==> src/rtl/bp_pkg.sv <==
// Shared types and helpers for the branch target buffer.
// Counter encodings, control-flow kind decode and saturating update.
package bp_pkg;

  typedef logic [1:0] ctr_t;

  localparam ctr_t CTR_SNT = 2'b00;
  localparam ctr_t CTR_WNT = 2'b01;
  localparam ctr_t CTR_WT  = 2'b10;
  localparam ctr_t CTR_ST  = 2'b11;

  typedef enum logic [1:0] {
    CK_NONE,
    CK_BRANCH,
    CK_JAL,
    CK_JALR
  } ctrl_kind_e;

  function automatic ctr_t sat_update(ctr_t c, logic taken);
    ctr_t r;
    r = c;
    if (taken) begin
      if (c != CTR_ST) r = c + 2'd1;
    end else begin
      if (c != CTR_SNT) r = c - 2'd1;
    end
    return r;
  endfunction

  // Overlapping flags are illegal; JALR > JAL > branch.
  function automatic ctrl_kind_e ctrl_kind(
    logic is_branch,
    logic is_jal,
    logic is_jalr
  );
    ctrl_kind_e k;
    k = CK_NONE;
    priority case (1'b1)
      is_jalr:   k = CK_JALR;
      is_jal:    k = CK_JAL;
      is_branch: k = CK_BRANCH;
      default:   k = CK_NONE;
    endcase
    return k;
  endfunction

endpackage

==> src/rtl/bp_target_resolve.sv <==
// Execute-side resolution of the control-flow target
// and the redirect decision against the carried prediction.
module bp_target_resolve
  import bp_pkg::*;
#(
  parameter int width_p = 32
) (
  input  ctrl_kind_e         kind_i,
  input  logic               valid_i,
  input  logic               taken_i,
  input  logic [width_p-1:0] pc_i,
  input  logic [width_p-1:0] imm_i,
  input  logic [width_p-1:0] alu_i,
  input  logic               pred_taken_i,
  input  logic [width_p-1:0] pred_target_i,
  output logic [width_p-1:0] target_o,
  output logic               taken_eff_o,
  output logic               mispredict_o
);

  always_comb begin
    target_o    = pc_i + width_p'(4);
    taken_eff_o = 1'b0;
    unique case (kind_i)
      CK_JALR: begin
        target_o    = alu_i & ~width_p'(1);
        taken_eff_o = 1'b1;
      end
      CK_JAL: begin
        target_o    = pc_i + imm_i;
        taken_eff_o = 1'b1;
      end
      CK_BRANCH: begin
        target_o    = pc_i + imm_i;
        taken_eff_o = taken_i;
      end
      default: begin
        target_o    = pc_i + width_p'(4);
        taken_eff_o = 1'b0;
      end
    endcase
  end

  always_comb begin
    mispredict_o = 1'b0;
    if (valid_i) begin
      mispredict_o = (taken_eff_o != pred_taken_i)
                   || (taken_eff_o
                       && (target_o != pred_target_i));
    end
  end

endmodule

==> src/rtl/branch_predictor_btb.sv <==
// Direct-mapped BTB with 2-bit counters: fetch-side lookup,
// execute-side resolve and one-cycle-latency training.
module branch_predictor_btb
  import bp_pkg::*;
#(
  parameter int width_p   = 32,
  parameter int entries_p = 16
) (
  input  logic               clk_i,
  input  logic               rst_ni,
  input  logic               flush_i,
  input  logic [width_p-1:0] fetch_pc_i,
  output logic               pred_hit_o,
  output logic               pred_taken_o,
  output logic [width_p-1:0] pred_target_o,
  input  logic               upd_valid_i,
  input  logic               upd_is_branch_i,
  input  logic               upd_is_jal_i,
  input  logic               upd_is_jalr_i,
  input  logic               upd_taken_i,
  input  logic [width_p-1:0] upd_pc_i,
  input  logic [width_p-1:0] upd_immediate_i,
  input  logic [width_p-1:0] upd_alu_result_i,
  input  logic               upd_pred_taken_i,
  input  logic [width_p-1:0] upd_pred_target_i,
  output logic [width_p-1:0] upd_target_o,
  output logic               upd_mispredict_o
);

  localparam int idx_w_lp = $clog2(entries_p);
  localparam int tag_w_lp = width_p - 2 - idx_w_lp;

  logic [entries_p-1:0] valid_q;
  logic [entries_p-1:0] unc_q;
  logic [tag_w_lp-1:0]  tag_q [entries_p];
  logic [width_p-1:0]   tgt_q [entries_p];
  ctr_t                 ctr_q [entries_p];

  logic [idx_w_lp-1:0] f_idx;
  logic [tag_w_lp-1:0] f_tag;
  logic [idx_w_lp-1:0] u_idx;
  logic [tag_w_lp-1:0] u_tag;
  logic                u_hit;
  logic                taken_eff;
  ctrl_kind_e          kind;

  logic unused_pc_lsbs;
  assign unused_pc_lsbs = ^{fetch_pc_i[1:0], upd_pc_i[1:0],
                            taken_eff};

  assign f_idx = fetch_pc_i[idx_w_lp+1:2];
  assign f_tag = fetch_pc_i[width_p-1:idx_w_lp+2];
  assign u_idx = upd_pc_i[idx_w_lp+1:2];
  assign u_tag = upd_pc_i[width_p-1:idx_w_lp+2];

  // Lookup sees only registered state; no bypass from updates.
  always_comb begin
    pred_hit_o    = valid_q[f_idx] && (tag_q[f_idx] == f_tag);
    pred_taken_o  = pred_hit_o
                  && (unc_q[f_idx] || ctr_q[f_idx][1]);
    pred_target_o = pred_taken_o ? tgt_q[f_idx]
                                 : fetch_pc_i + width_p'(4);
  end

  assign kind  = ctrl_kind(upd_is_branch_i, upd_is_jal_i,
                           upd_is_jalr_i);
  assign u_hit = valid_q[u_idx] && (tag_q[u_idx] == u_tag);

  bp_target_resolve #(
    .width_p(width_p)
  ) u_resolve (
    .kind_i       (kind),
    .valid_i      (upd_valid_i),
    .taken_i      (upd_taken_i),
    .pc_i         (upd_pc_i),
    .imm_i        (upd_immediate_i),
    .alu_i        (upd_alu_result_i),
    .pred_taken_i (upd_pred_taken_i),
    .pred_target_i(upd_pred_target_i),
    .target_o     (upd_target_o),
    .taken_eff_o  (taken_eff),
    .mispredict_o (upd_mispredict_o)
  );

  logic                we;
  logic                n_valid;
  logic                n_unc;
  logic [tag_w_lp-1:0] n_tag;
  logic [width_p-1:0]  n_tgt;
  ctr_t                n_ctr;

  always_comb begin
    we      = 1'b0;
    n_valid = valid_q[u_idx];
    n_unc   = unc_q[u_idx];
    n_tag   = tag_q[u_idx];
    n_tgt   = tgt_q[u_idx];
    n_ctr   = ctr_q[u_idx];
    if (upd_valid_i) begin
      unique case (kind)
        CK_BRANCH: begin
          if (u_hit) begin
            we    = 1'b1;
            n_ctr = sat_update(ctr_q[u_idx], upd_taken_i);
            if (upd_taken_i) n_tgt = upd_target_o;
          end else if (upd_taken_i) begin
            we      = 1'b1;
            n_valid = 1'b1;
            n_tag   = u_tag;
            n_tgt   = upd_target_o;
            n_ctr   = CTR_WT;
            n_unc   = 1'b0;
          end
        end
        CK_JAL, CK_JALR: begin
          we      = 1'b1;
          n_valid = 1'b1;
          n_tag   = u_tag;
          n_tgt   = upd_target_o;
          n_ctr   = CTR_ST;
          n_unc   = 1'b1;
        end
        default: begin
          // A non-control hit means the entry aliases stale code.
          if (u_hit) begin
            we      = 1'b1;
            n_valid = 1'b0;
          end
        end
      endcase
    end
  end

  always_ff @(posedge clk_i or negedge rst_ni) begin
    if (!rst_ni) begin
      valid_q <= '0;
      unc_q   <= '0;
      for (int i = 0; i < entries_p; i++) begin
        tag_q[i] <= '0;
        tgt_q[i] <= '0;
        ctr_q[i] <= CTR_WNT;
      end
    end else if (flush_i) begin
      valid_q <= '0;
    end else if (we) begin
      valid_q[u_idx] <= n_valid;
      unc_q[u_idx]   <= n_unc;
      tag_q[u_idx]   <= n_tag;
      tgt_q[u_idx]   <= n_tgt;
      ctr_q[u_idx]   <= n_ctr;
    end
  end

endmodule

==> config.mk <==
export PLATFORM = sky130hd
export DESIGN_NAME = branch_predictor_btb
export DESIGN_NICKNAME = d
export VERILOG_FILES = /design/src/rtl/bp_pkg.sv /design/src/rtl/bp_target_resolve.sv /design/src/rtl/branch_predictor_btb.sv
export SDC_FILE = /design/constraint.sdc
export NUM_CORES = 2
export LEC_CHECK = 0
export BUFFER_PORTS_ARGS = -buffer_cell sky130_fd_sc_hd__buf_2
export CORE_MARGIN = 3
export CORE_UTILIZATION = 65
export DETAILED_ROUTE_END_ITERATION = 8
export GPL_TIMING_DRIVEN = 0
export PLACE_DENSITY = 0.83
export SLEW_MARGIN = 0
export SYNTH_ARGS = -nofsm -noshare
export SYNTH_HDL_FRONTEND = slang
export SYNTH_SLANG_ARGS = --single-unit
==> constraint.sdc <==
create_clock -name clk_i -period 8.15 [get_ports clk_i]
set_input_delay 0.4075 -clock clk_i [delete_from_list [all_inputs] [get_ports clk_i]]
set_output_delay 0.4075 -clock clk_i [all_outputs]
set_load 0.005 [all_outputs]
==> qor.log <==
[run_status] result of the run finished with violations
[run_status] failing checks design-rule violations, max-capacitance violations, max-slew violations, negative setup slack
[routing] count of routing violations after the opening detailed-route iteration 8769
[clocking] Bufs on Longest Clock Path 3
[layout] share of cells above drive strength 1 0.394
[worst_setup_path] slowest cell on the critical path clkbuf_1
[routing] routed len/inst 38.5 um
[global_routing] number of antenna violations at the first check in global routing 13
[clocking] clock slew seen by the registers of the worst setup and hold paths 0.06 ns
[floorplan] core box area 87700 um^2
[worst_setup_path] Crit path arrival time 7.92 ns
[placed_design] pre-CTS setup slack 0.593 ns
[timing] final critical path time including I/O delays and setup 8.33 ns
[floorplan] DIE AREA 92900 um^2
[synthesis] share of the synthesized area in the top cell type 0.421
[synthesis] proportion of synthesized flip-flops having asynchronous set or reset 1.00
[placed_design] number of port buffers 230
[synthesis] synthesized netlist cell count 4433
[run] Max Cap Violations 5
[synthesis] synthesized net count 4642
[floorplan] I/O pin total 236
[synthesis] simple-gate area share of the yosys netlist 0.0644
[worst_setup_path] class of the most critical setup path primary input to output pin
[clocking] total number of H-tree levels 3
[routing] Antenna Violating Nets Remaining 0
[pwr] power density over cell area 221 nW/um^2
[clocking] clock latency at the later pin of the worst-skew pair 0.75 ns
[pwr] worst voltage drop across the vdd grid 0.000204 V
[worst_setup_path] critical path, cell by cell buf_2 > buf_1 > clkbuf_2 > buf_1 > clkbuf_1 > a211oi_1 > a21oi_1 > xor2_1 > nor2_1 > nand4_1 > nor3_2 > buf_6 > clkbuf_1 > mux2i_1 > buf_2
[placed_design] Placer Congestion 1.07
[synthesis] synth top area cells dfrtp_1, mux4_2, mux2_2
[hold_path] hold crit path type primary input to asynchronous set/reset pin
[worst_setup_path] required time worst endpoint 7.74 ns
[synthesis] synthesis warning total 0
[timing] Max Clock Skew 0.0389 ns
[synthesis] combinational family with the most area after synthesis multiplexers
[timing] fraction of the cycle the final worst path needs 1.02
[synthesis] synthesized area per cell 13.1 um^2
[layout] Filler Cell Count 5558
[floorplan] die height 305 um
[timing] Setup WS post-layout -0.179 ns
[clocking] setup bufs post-CTS 0
[routing] number of iterations in the first detailed-routing pass 9
[global_routing] global routing usage summed across all routing layers 0.498
[pwr] Power, Total 0.0143 W
[timing] Slew @ Worst Pin 1.60 ns
[timing] Max-Slew Margin vs Limit -0.0638
[worst_setup_path] critical path endpoint category output pin
[floorplan] row cnt 108
[global_routing] wire length of the first global-routing pass 330000 um
[layout] # nets final 4990
[global_routing] Congestion Overflow GR 0
[clocking] root buffer cell clkbuf_16
[synthesis] multiplexer area fraction after synthesis 0.374
[placed_design] HPWL reported at the end of detailed placement 160000 um
[routing] count of vias placed by the detailed router 48068
[layout] post-route cell area 64500 um^2
[placed_design] Inst Count DP 5830
[layout] Area Growth Syn to Fin 11.1%
[placed_design] Placed Area 60900 um^2
[routing] detailed-route DRC error count 1
[timing] max-slew violation total from the final report 37
[synthesis] cell taking the most area after synthesis dfrtp_1
[synthesis] post-synthesis share of cell area spent on xor and xnor gates 0.0178
[timing] setup repair after global routing missed its margin false
[timing] number of hold violations in the final report 0
[worst_setup_path] largest incremental delay on the critical path 0.94 ns
[synthesis] number of enable-type register cells in the synthesized netlist 0
[synthesis] Adder-Cell Fraction of Synth Area 0.00892
[synthesis] flip-flop cell with the highest count after synthesis dfrtp_1
[synthesis] mapped cell area 58100 um^2
[synthesis] most common cell in the synthesized netlist dfrtp_1
[timing] achievable clock frequency 0.120 GHz
[synthesis] number of library cell types mapped by synthesis 79
[timing] Setup-failing EPs final 4
[layout] core occupancy in the finished layout 0.735
[floorplan] Starting Density 0.662
[routing] via count normalized by instance count 7.97
[clocking] clock tree from TritonCTS done
[global_routing] maximum number of pins on one net before global-route repair 127
[clocking] total clock sinks 992
[synthesis] Compound-Gate Fraction of Synth Area 0.0713
[layout] count of non-filler cells in the finished layout 6032
[synthesis] post-synthesis sequential area ratio 0.428
[worst_setup_path] Critical Path Fanout Max 10
[synthesis] count of state elements after synthesis 992
[routing] wire length reported by the detailed router 232000 um
[floorplan] die width 305 um
[worst_setup_path] Critical Path Source Type primary input
[synthesis] synth cell count leaders dfrtp_1, mux2_2, mux4_2
[clocking] number of CTS-inserted buffers 102
[pwr] standby leakage power 28.5 nW
[global_routing] via count of the first global-routing pass 47737
flip-flops by register name (all words and copies together) (netlist names):
signal	flops
tgt_q	512
tag_q	416
ctr_q	32
unc_q	16
valid_q	16
logic make-up after synthesis:
kind of cell | after synthesis
flip-flops | 992
buffers and inverters | 469
AO/OA/AOI/OAI | 672
multiplexers | 1351
XOR/XNOR | 118
adder cells (fa/ha/maj) | 41
AND/OR/NAND/NOR | 790
placed cells by master, fill, tap and decap left out, types with 24 or more instances in the layout:
cell and instances:
nand4_1 41, and3_1 24, nand2_1 290, a22o_1 40
mux2i_1 39, o21ai_0 255, clkbuf_1 225, xor2_1 31
nor2_1 187, mux4_2 584, nand3_1 57, a21oi_1 167
clkbuf_16 103, nor3_1 37, buf_1 45, xnor2_1 87
buf_4 34, inv_1 58, mux2_2 718, nor2b_1 45
buf_2 345, dfrtp_1 976, ha_1 39, a211oi_1 35
layout make-up:
class / instances / area, um^2 / area share
diodes: 15 / 37.5 / 0.000582
multi-input cells: 2972 / 31200 / 0.484
well taps: 1155 / 1450 / 0.0224
clock buffers: 142 / 2940 / 0.0456
flip-flops and latches: 992 / 24800 / 0.385
repair buffers: 244 / 1440 / 0.0223
clock inverters: 43 / 542 / 0.00840
inverters: 59 / 221 / 0.00343
plain buffers: 410 / 1840 / 0.0285
path summary, 6_finish.rpt:
check / slack (ns) / to / from / cells past startpoint
setup / recovery: -0.18 / pred_target_o[2] / fetch_pc_i[3] / 15
hold / removal: 0.32 / tgt_q[364] / rst_ni / 2
setup reg to reg: 2.41 / tgt_q[440] / tag_q[101] / 13
hold reg to reg: 0.47 / ctr_q[2] / ctr_q[2] / 2
max in group asynchronous: 5.74 / tag_q[378] / rst_ni / 5
min in group clk_i: 0.33 / valid_q[0] / flush_i / 4
per-stage QoR:
| stage | hold slack, ns | TNS, ns |
|---|---|---|
| 4_1_cts | 0.297 | 0 |
| 3_3_place_gp | 0.449 | - |
| 2_1_floorplan | 0.112 | 0 |
| 6_report | 0.320 | -0.214 |
| 3_5_place_dp | 0.457 | 0 |
| 5_1_grt | 0.328 | 0 |
metal layers:
metal	routed length [um]	GRT usage
met1	73700	0.611
met2	94500	0.675
met3	39800	0.241
met4	24100	0.391
met5	61	0.00155
repair_timing:
| action | 4_1_cts | 5_1_grt |
|---|---|---|
| hold buffers | 1 | 0 |
| gates resized for setup | 0 | 3 |
| hold endpoints to repair | 111 | 0 |
| setup endpoints to repair | 0 | 10 |
critical path, delay by kind of cell:
family | cells | cell delay, ns
buffers and inverters | 8 | 4.86
AOI/OAI and AO/OA | 2 | 1.00
and+or+nand+nor | 3 | 0.84
muxes | 1 | 0.60
xor gates and xnor gates | 1 | 0.18
power breakdown:
| part | switching (W) | internal [W] | total, W | leakage [nW] |
|---|---|---|---|---|
| Combinational | 0.00176 | 0.00143 | 0.00319 | 13.4 |
| Clock | 0.00216 | 0.00284 | 0.00500 | 1.72 |
| Sequential | 0.000518 | 0.00557 | 0.00609 | 13.4 |
| Total | 0.00444 | 0.00985 | 0.0143 | 28.5 |
Note: power is estimated with default switching activity, not from simulation.
